**config.mk**
```make
export PLATFORM = sky130hd
export DESIGN_NAME = ps2_rx_fifo
export DESIGN_NICKNAME = d
export VERILOG_FILES = /design/src/rtl/ps2_rx_fifo.sv
export SDC_FILE = /design/constraint.sdc
export NUM_CORES = 1
export LEC_CHECK = 0
export ABC_CLOCK_PERIOD_IN_PS = 3950
export BUFFER_PORTS_ARGS = -buffer_cell sky130_fd_sc_hd__buf_2
export CORE_ASPECT_RATIO = 0.5
export CORE_MARGIN = 2
export CORE_UTILIZATION = 39
export CTS_BUF_LIST = sky130_fd_sc_hd__clkbuf_4 sky130_fd_sc_hd__clkbuf_8
export DETAILED_ROUTE_END_ITERATION = 8
export PLACE_DENSITY_LB_ADDON = 0.15
export SETUP_SLACK_MARGIN = 0.5
export SKIP_CTS_REPAIR_TIMING = 1
export SLEW_MARGIN = 20
export SYNTH_ARGS = -nofsm -noshare
export SYNTH_HDL_FRONTEND = slang
export SYNTH_SLANG_ARGS = --single-unit
```
**constraint.sdc**
```tcl
create_clock -name system_clk -period 3.95 [get_ports system_clk]
set_input_delay 0 -clock system_clk [delete_from_list [all_inputs] [get_ports system_clk]]
set_output_delay 0 -clock system_clk [all_outputs]
set_load 0.02 [all_outputs]
```
**src/rtl/ps2_rx_fifo.sv**
```systemverilog
// ps2_rx_fifo: PS/2 keyboard receiver feeding a first-word-fall-through scan-code FIFO.
// Frames are 11 bits: start 0, 8 data bits LSB first, odd parity, stop 1.
// Optional feature macro: PS2_RX_TIMEOUT_EN abandons a stalled frame after
// TIMEOUT_CYCLES system_clk cycles without a PS/2 clock edge.
module ps2_rx_fifo #(
  parameter int DEPTH          = 32,
  parameter int ADDR_W         = 5,
  parameter int SYNC_STAGES    = 2,
  parameter int TIMEOUT_CYCLES = 50000
) (
  input  logic              system_clk,
  input  logic              reset,
  input  logic              ps2_clk,
  input  logic              ps2_data,
  input  logic              read,
  output logic [7:0]        out,
  output logic              empty,
  output logic              full,
  output logic [ADDR_W:0]   count,
  output logic              frame_err,
  output logic              overflow
);

  typedef enum logic [1:0] {
    ST_IDLE   = 2'd0,
    ST_DATA   = 2'd1,
    ST_PARITY = 2'd2,
    ST_STOP   = 2'd3
  } state_t;

  localparam logic [ADDR_W:0] DEPTH_C = (ADDR_W + 1)'(DEPTH);

  // Synchroniser and edge detect
  logic [SYNC_STAGES-1:0] clk_sync_q;
  logic [SYNC_STAGES-1:0] data_sync_q;
  logic                   clk_prev_q;
  logic                   clk_s;
  logic                   data_s;
  logic                   fall_s;

  // Frame decoder
  state_t                 state_q;
  logic [2:0]             bit_idx_q;
  logic [7:0]             shift_q;
  logic                   parity_q;
  logic                   frame_err_q;
  logic                   overflow_q;
  logic                   frame_done_s;
  logic                   frame_good_s;
  logic                   timeout_s;

  // FIFO
  logic [7:0]             mem_q [DEPTH];
  logic [ADDR_W-1:0]      wr_ptr_q;
  logic [ADDR_W-1:0]      wr_ptr_d;
  logic [ADDR_W-1:0]      rd_ptr_q;
  logic [ADDR_W-1:0]      rd_ptr_d;
  logic [ADDR_W:0]        count_q;
  logic [ADDR_W:0]        count_d;
  logic [7:0]             out_q;
  logic [7:0]             out_d;
  logic                   empty_q;
  logic                   full_q;
  logic                   wr_en_s;
  logic                   rd_en_s;

  assign clk_s  = clk_sync_q[SYNC_STAGES-1];
  assign data_s = data_sync_q[SYNC_STAGES-1];
  assign fall_s = clk_prev_q & ~clk_s;

  // Bring the raw PS/2 lines into system_clk and remember last synced clock level
  always_ff @(posedge system_clk or posedge reset) begin
    if (reset) begin
      clk_sync_q  <= '1;
      data_sync_q <= '1;
      clk_prev_q  <= 1'b1;
    end else begin
      clk_sync_q  <= {clk_sync_q[SYNC_STAGES-2:0], ps2_clk};
      data_sync_q <= {data_sync_q[SYNC_STAGES-2:0], ps2_data};
      clk_prev_q  <= clk_s;
    end
  end

  // The stop bit is sampled in the same cycle the frame result is decided
  assign frame_done_s = fall_s && (state_q == ST_STOP);
  assign frame_good_s = data_s && (^{shift_q, parity_q});
  // A full FIFO still accepts the byte when the CPU pops in the same cycle
  assign wr_en_s      = frame_done_s & frame_good_s & (~full_q | read);
  assign rd_en_s      = read & ~empty_q;

`ifdef PS2_RX_TIMEOUT_EN
  localparam int TMO_W = $clog2(TIMEOUT_CYCLES + 1);
  logic [TMO_W-1:0] tmo_q;

  // Fires on the cycle the idle-edge counter would reach TIMEOUT_CYCLES
  assign timeout_s = (state_q != ST_IDLE) && !fall_s &&
                     (tmo_q == TMO_W'(TIMEOUT_CYCLES - 1));

  // Count cycles since the last PS/2 falling edge while a frame is in progress
  always_ff @(posedge system_clk or posedge reset) begin
    if (reset) begin
      tmo_q <= '0;
    end else if ((state_q == ST_IDLE) || fall_s || timeout_s) begin
      tmo_q <= '0;
    end else begin
      tmo_q <= tmo_q + TMO_W'(1);
    end
  end
`else
  logic [31:0] unused_timeout_s;

  assign timeout_s        = 1'b0;
  assign unused_timeout_s = 32'(TIMEOUT_CYCLES);
`endif

  // Frame decoder FSM with registered error/overflow pulses
  always_ff @(posedge system_clk or posedge reset) begin
    if (reset) begin
      state_q     <= ST_IDLE;
      bit_idx_q   <= 3'd0;
      shift_q     <= 8'h00;
      parity_q    <= 1'b0;
      frame_err_q <= 1'b0;
      overflow_q  <= 1'b0;
    end else begin
      frame_err_q <= (frame_done_s & ~frame_good_s) | timeout_s;
      overflow_q  <= frame_done_s & frame_good_s & full_q & ~read;
      if (timeout_s) begin
        state_q <= ST_IDLE;
      end else if (fall_s) begin
        case (state_q)
          ST_IDLE: begin
            if (!data_s) begin
              state_q   <= ST_DATA;
              bit_idx_q <= 3'd0;
            end
          end
          ST_DATA: begin
            shift_q[bit_idx_q] <= data_s;
            if (bit_idx_q == 3'd7) begin
              state_q <= ST_PARITY;
            end else begin
              bit_idx_q <= bit_idx_q + 3'd1;
            end
          end
          ST_PARITY: begin
            parity_q <= data_s;
            state_q  <= ST_STOP;
          end
          ST_STOP: begin
            state_q <= ST_IDLE;
          end
          default: begin
            state_q <= ST_IDLE;
          end
        endcase
      end
    end
  end

  // Next pointers, occupancy and the head value that will be visible after this edge
  always_comb begin
    wr_ptr_d = wr_ptr_q;
    rd_ptr_d = rd_ptr_q;
    count_d  = count_q;
    out_d    = 8'h00;

    if (wr_en_s) begin
      wr_ptr_d = wr_ptr_q + ADDR_W'(1);
    end else begin
      wr_ptr_d = wr_ptr_q;
    end

    if (rd_en_s) begin
      rd_ptr_d = rd_ptr_q + ADDR_W'(1);
    end else begin
      rd_ptr_d = rd_ptr_q;
    end

    case ({wr_en_s, rd_en_s})
      2'b10:   count_d = count_q + (ADDR_W + 1)'(1);
      2'b01:   count_d = count_q - (ADDR_W + 1)'(1);
      default: count_d = count_q;
    endcase

    // The byte being written becomes the head when it is the only entry left
    if (count_d == '0) begin
      out_d = 8'h00;
    end else if (wr_en_s && (wr_ptr_q == rd_ptr_d)) begin
      out_d = shift_q;
    end else begin
      out_d = mem_q[rd_ptr_d];
    end
  end

  // FIFO storage; contents are meaningless until pointers say otherwise
  always_ff @(posedge system_clk) begin
    if (wr_en_s) begin
      mem_q[wr_ptr_q] <= shift_q;
    end
  end

  // FIFO pointers, occupancy and registered status outputs
  always_ff @(posedge system_clk or posedge reset) begin
    if (reset) begin
      wr_ptr_q <= '0;
      rd_ptr_q <= '0;
      count_q  <= '0;
      out_q    <= 8'h00;
      empty_q  <= 1'b1;
      full_q   <= 1'b0;
    end else begin
      wr_ptr_q <= wr_ptr_d;
      rd_ptr_q <= rd_ptr_d;
      count_q  <= count_d;
      out_q    <= out_d;
      empty_q  <= (count_d == '0);
      full_q   <= (count_d == DEPTH_C);
    end
  end

  assign out       = out_q;
  assign empty     = empty_q;
  assign full      = full_q;
  assign count     = count_q;
  assign frame_err = frame_err_q;
  assign overflow  = overflow_q;

endmodule

```
# [Yosys cells after proc, flatten, opt, wreduce, memory -nomap -nowiden]
# Memory sizes are Yosys's and may differ from the RTL's.
# Index checks and enable logic that the tools add are counted.
[op_classes] n_addsub=5 eq_ne=11 multipliers=0 mux=15 n_lt_le_gt_ge=2 n_reduce_logical=12 div=0 n_shift=0 bitwise_logic=13
[op_table] operator="$mux W8" count=2
[op_table] operator="$pmux W6 S2" count=1
[op_table] operator="$add A5 B1 Y5 const B" count=2
[op_table] operator="$reduce_xor A9 Y1" count=1
[op_table] operator="$bwmux W8" count=1
[op_table] operator="$pmux W2 S4" count=1
[op_table] operator="$and A1 B1 Y1" count=7
[op_table] operator="$add A6 B1 Y6 const B" count=1
[op_table] operator="$eq A2 B2 Y1 const B" count=3
[op_table] operator="$eq A6 B6 Y1 const B" count=1
[op_table] operator="$logic_not A6 Y1" count=1
[op_table] operator="$mux W3" count=2
[op_table] operator="$ne A2 B2 Y1 const B" count=3
[op_table] operator="$pmux W3 S2" count=1
[op_table] operator="$sub A6 B1 Y6 const B" count=1
[op_table] operator="$eq A5 B5 Y1" count=1
[op_table] operator="$mux W5" count=1
[op_table] operator="$not A1 Y1" count=5
[op_table] operator="$eq A2 B1 Y1 const B" count=2
[op_table] operator="$logic_and A1 B1 Y1" count=4
[op_table] operator="$lt A3 B4 Y1 const B" count=1
[op_table] operator="$mux W2" count=2
[op_table] operator="$reduce_and A2 Y1" count=2
[op_table] operator="$reduce_and A4 Y1" count=1
[op_table] operator="other kinds (9)" count=11
[word_totals] word_cells=74 ram_bits=256 n_memories=1 regBits=47 latchBits=0 romBits=0
[memory_table] name="mem_q" depth=32 word_bits=8 rd=1 rd_ports_with_merged_regs=0 write_ports=1 line="53" rtl="logic [7:0] mem_q [DEPTH];"

# [Logic depth before layout (Yosys ltp)]
[depth] word_depth=9 mapped_depth=17 mapped_depth_nobuf=15

# [Worst setup path after synthesis]
# OpenSTA, ideal clock, no wires.
[synth_timing] kind="reg2reg" from="register shift_q[1]" to="register out_q[6], in the netlist out[6]" t_arrival_ns=4.054 setup_time_ns=0.157 path_slack_ns=-0.261 period_less_slack_ns=4.211 stages_incl_launch_ff=17 cell_sequence="dfrtp_1 xor2_1 xnor3_1 xnor2_1 and4_1 buf_4 inv_1 ha_1 clkbuf_1 xor2_1 ha_1 nor2b_1 a2111oi_0 nor2_1 xnor2_1 nor4_2 a211oi_1"
[synth_between] elab_chain_len=8
[synth_lines] item="start: declaration" line="44" rtl="logic [7:0] shift_q;"
[synth_lines] item="start signal: indexed assignment" line="139" rtl="shift_q[bit_idx_q] <= data_s;"
[synth_lines] item="$reduce_xor A9 Y1 (*)" line="86" rtl="assign frame_good_s = data_s && (^{shift_q, parity_q});"
[synth_lines] item="$logic_and A1 B1 Y1 (*)" line="86"
[synth_lines] item="$and A1 B1 Y1 (*) (2 in a row)" line="88" rtl="assign wr_en_s = frame_done_s & frame_good_s & (~full_q | read);"
[synth_lines] item="$eq A2 B1 Y1 or $eq A2 B2 Y1 (tied branches)" line="180" rtl="case ({wr_en_s, rd_en_s})"
[synth_lines] item="$pmux W6 S2 (*)" line="180"
[synth_lines] item="named net count_d[4]" line="59" rtl="logic [ADDR_W:0] count_d;"
[synth_lines] item="$logic_not A6 Y1 (*)" line="187" rtl="if (count_d == '0) begin"
[synth_lines] item="$mux W8 (*)" line="187"
[synth_lines] item="named net out_d[6]" line="61" rtl="logic [7:0] out_d;"
[synth_lines] item="end signal: assignment" line="216" rtl="out_q <= out_d;"
[synth_lines] item="end: declaration" line="60" rtl="logic [7:0] out_q;"
# Mark *: on every way through the listed nets, which the timed path passes. The rest lies on a longest branch.
# A chain may end at the register's enable or synchronous reset.

# [Worst setup path after layout]
[layout_timing] from="register shift_q[4]" to="register out_q[3], in the netlist out[3]"
# Same word-level chain as after synthesis.

==> impl_metrics.yaml <==
run_status:
  status: "completed"
setup_path:
  r2r_slack_ns: 0.37
  setup.worst_path.start_class: "flop"
  worstPathRequired_ns: 4.39
  reg2reg_depth: 16
  crit_fanout: 4
  worstSetupPathType: "reg2reg"
  critPathArrivalTime_ns: 4.02
  end_kind: "flop"
sta:
  post-route-period-util_pct: 90.6
  relSlewSlack_pct: 42.6
  slew_viol_final: 0
  setup-tns-final_ns: 0
  min_period_ns: 3.58
  max_freq_ghz: 0.279
  hold_viol_final: 0
  finalSetupViolCount: 0
  worst_pin_slew_ns: 0.858
  fin_skew_ns: 0.0358
  rsz0062_at_grt: "yes"
  whs_ns: 0.0814
floorplanning:
  io_pins: 23
  dieArea_um2: 34400
  coreArea_um2: 32000
  rows: 46
  die_y_um: 132
  initial_core_util_pct: 40.0
  die_w_um: 260
grt:
  grt_antenna_before_repair: 0
  track_usage_pct: 18.3
  grt_pass1_wl_um: 46200
  grt_pass1_vias: 7156
  grt-ovfl-total: 0
  grt_max_degree: 48
cts:
  cts.clk_slew.worst_paths_ns: 0.07
  clk_latency_ns: 0.58
  cts-root-buf: "clkbuf_8"
  clock-sinks: 303
  cts_max_level: 2
  cts_buffer_depth: 3
  cts_tree: "done"
  numCtsBuffers: 44
worst_hold_path:
  whs_path_depth: 2
  hold_class: "in2reg"
route:
  wl_per_cell_um: 22.9
  dr.pass1.iters: 5
  antenna_left: 0
  drc: 0
  drt_iter0_drc: 673
  dr_total_vias: 7281
  viasPerCell: 5.35
  wl_um: 31200
logic_synthesis:
  syn_nets: 819
  yosysTopAreaCellShare_pct: 60.1
  ys_ff_latch: 303
  synth_cells: 800
  synth_area_per_cell_um2: 16.0
  ys.flop_type: "edfxtp_1"
  synth.area.top_cells: "edfxtp_1 (60%), dfrtp_1 (8.0%), mux4_2 (5.5%), mux2i_1 (4.2%), nand2_1 (2.1%)"
  synth_top_cell_by_area: "edfxtp_1"
  ys_types: 62
  syn_area_um2: 12800
  ys_warn_count: 0
  synth-edff-count: 256
  yosysSeqAreaShare_pct: 69.3
  async_reset_ff_share_pct: 15.5
power:
  p_leak_uw: 0.00538
  ir_drop_uv: 341
  powerDensity_nw_per_um2: 753
layout:
  area_growth_syn_to_layout_pct: 14.6
  layout-drive-gt1-share_pct: 26.6
  num_antenna_cells: 0
  layout_common_cells: "edfxtp_1 (256), nand2_1 (73), buf_4 (66)"
  final_common_cell: "edfxtp_1"
  layout.nets: 918
placed_design:
  io_buffers: 22
  gp_congestion: 0.827
  hpwl_um: 19800
flow_run:
  cap_violations: 0
state kept, by name, summed over array words and instances, names as in the netlist:
signal / count
clk_sync_q: 2
bit_idx_q: 3
mem_q: 256
rd_ptr_q: 5
shift_q: 8
count: 6
frame_err: 1
empty: 1
clk_prev_q: 1
overflow: 1
state_q: 2
parity_q: 1
out: 8
full: 1
data_sync_q: 2
wr_ptr_q: 5
kinds of logic after synthesis:
| family | count (synthesis) | synth area share, % |
|---|---|---|
| compound gates | 101 | 5.96 |
| xor+xnor | 27 | 2.22 |
| fa+ha+maj | 14 | 1.37 |
| buf+inv | 55 | 2.64 |
| flops | 303 | 69.3 |
| mux | 104 | 11.4 |
| simple gates | 196 | 7.14 |
cell usage after synthesis, types with 2 or more instances:
cell type and number:
o31ai_1 7, buf_12 4, a211oi_1 10, nor2b_1 5
a32o_1 2, edfxtp_1 256, a32oi_1 6, clkbuf_1 13
a222oi_1 6, nand2b_1 13, a22oi_1 9, o21ai_0 11
mux2_2 19, and2_1 4, o32ai_1 3, mux2i_1 54
a31oi_1 9, nor3_1 5, nor2_1 57, nand3b_1 7
a2bb2oi_1 4, buf_4 2, dfrtp_1 41, o2111ai_1 2
a21boi_0 2, xnor2_1 17, buf_1 2, buf_6 4
buf_2 14, inv_1 12, nand2_1 73, xor2_1 6
or3_1 3, nor3b_1 4, ha_1 14, nand3_1 16
a21oi_1 8, dfstp_2 6, xnor2_2 2, nor4b_1 2
a22o_1 10, mux4_2 31, a221oi_1 6
final timing paths:
check / start / end
worst max-delay path: shift_q[4]$_DFFE_PP0P_ / out[3]$_DFF_PP0_
worst min register to register: clk_sync_q[0]$_DFF_PP1_ / clk_sync_q[1]$_DFF_PP1_
min in group asynchronous: reset / bit_idx_q[0]$_DFFE_PP0P_
worst max register to register: shift_q[4]$_DFFE_PP0P_ / out[3]$_DFF_PP0_
max in group asynchronous: reset / shift_q[5]$_DFFE_PP0P_
worst min-delay path: ps2_data / data_sync_q[0]$_DFF_PP1_
per-layer routing:
layer,track usage (%),vias to the layer above,share of wire [%]
li1,-,3291,-
met5,0,-,0
met4,4.63,0,1.8
met1,29.4,3748,52
met3,3.56,34,5.2
met2,25.0,208,41
stage by stage:
stage | area, µm² | setup slack, ns | util (%) | power, µW | instances
finish | 14700 | 0.372 | 45.8 | 11100 | 1361
detailed placement | 13700 | 0.230 | 42.8 | 8540 | 1278
global placement | 13700 | 0.241 | 42.8 | 8480 | 1278
global route | 14700 | 0.205 | 45.8 | 11600 | 1361
CTS | 14500 | 0.183 | 45.4 | 11000 | 1354
floorplan | 12800 | 0.312 | - | 7160 | 800
final cells by class:
| cell class | count | area, µm² |
|---|---|---|
| timing repair buffer | 92 | 647 |
| inverter | 16 | 82.6 |
| clock buffer | 64 | 774 |
| clock inverter | 12 | 51.3 |
| multi-input combinational | 442 | 3700 |
| fill | 2819 | 17300 |
| tap | 432 | 541 |
| sequential | 303 | 8880 |
critical path, stage by stage (launching register included):
cell and delay (ns):
dfrtp_2 0.42, xnor2_2 0.15, xnor3_1 0.45, xnor2_2 0.18
and4_4 0.32, inv_4 0.06, ha_4 0.17, xor2_2 0.17
ha_2 0.20, a21oi_2 0.12, xnor2_1 0.13, nand2b_1 0.11
xnor2_2 0.15, o21bai_4 0.19, nor4_4 0.36, buf_4 0.21
a211oi_1 0.05
report_power, final:
| part | internal, µW | switching [µW] |
|---|---|---|
| Clock | 1250 | 1160 |
| Sequential | 3890 | 224 |
| Combinational | 1820 | 2700 |
| Total | 6960 | 4090 |
Power figures use the tool's default switching activity.
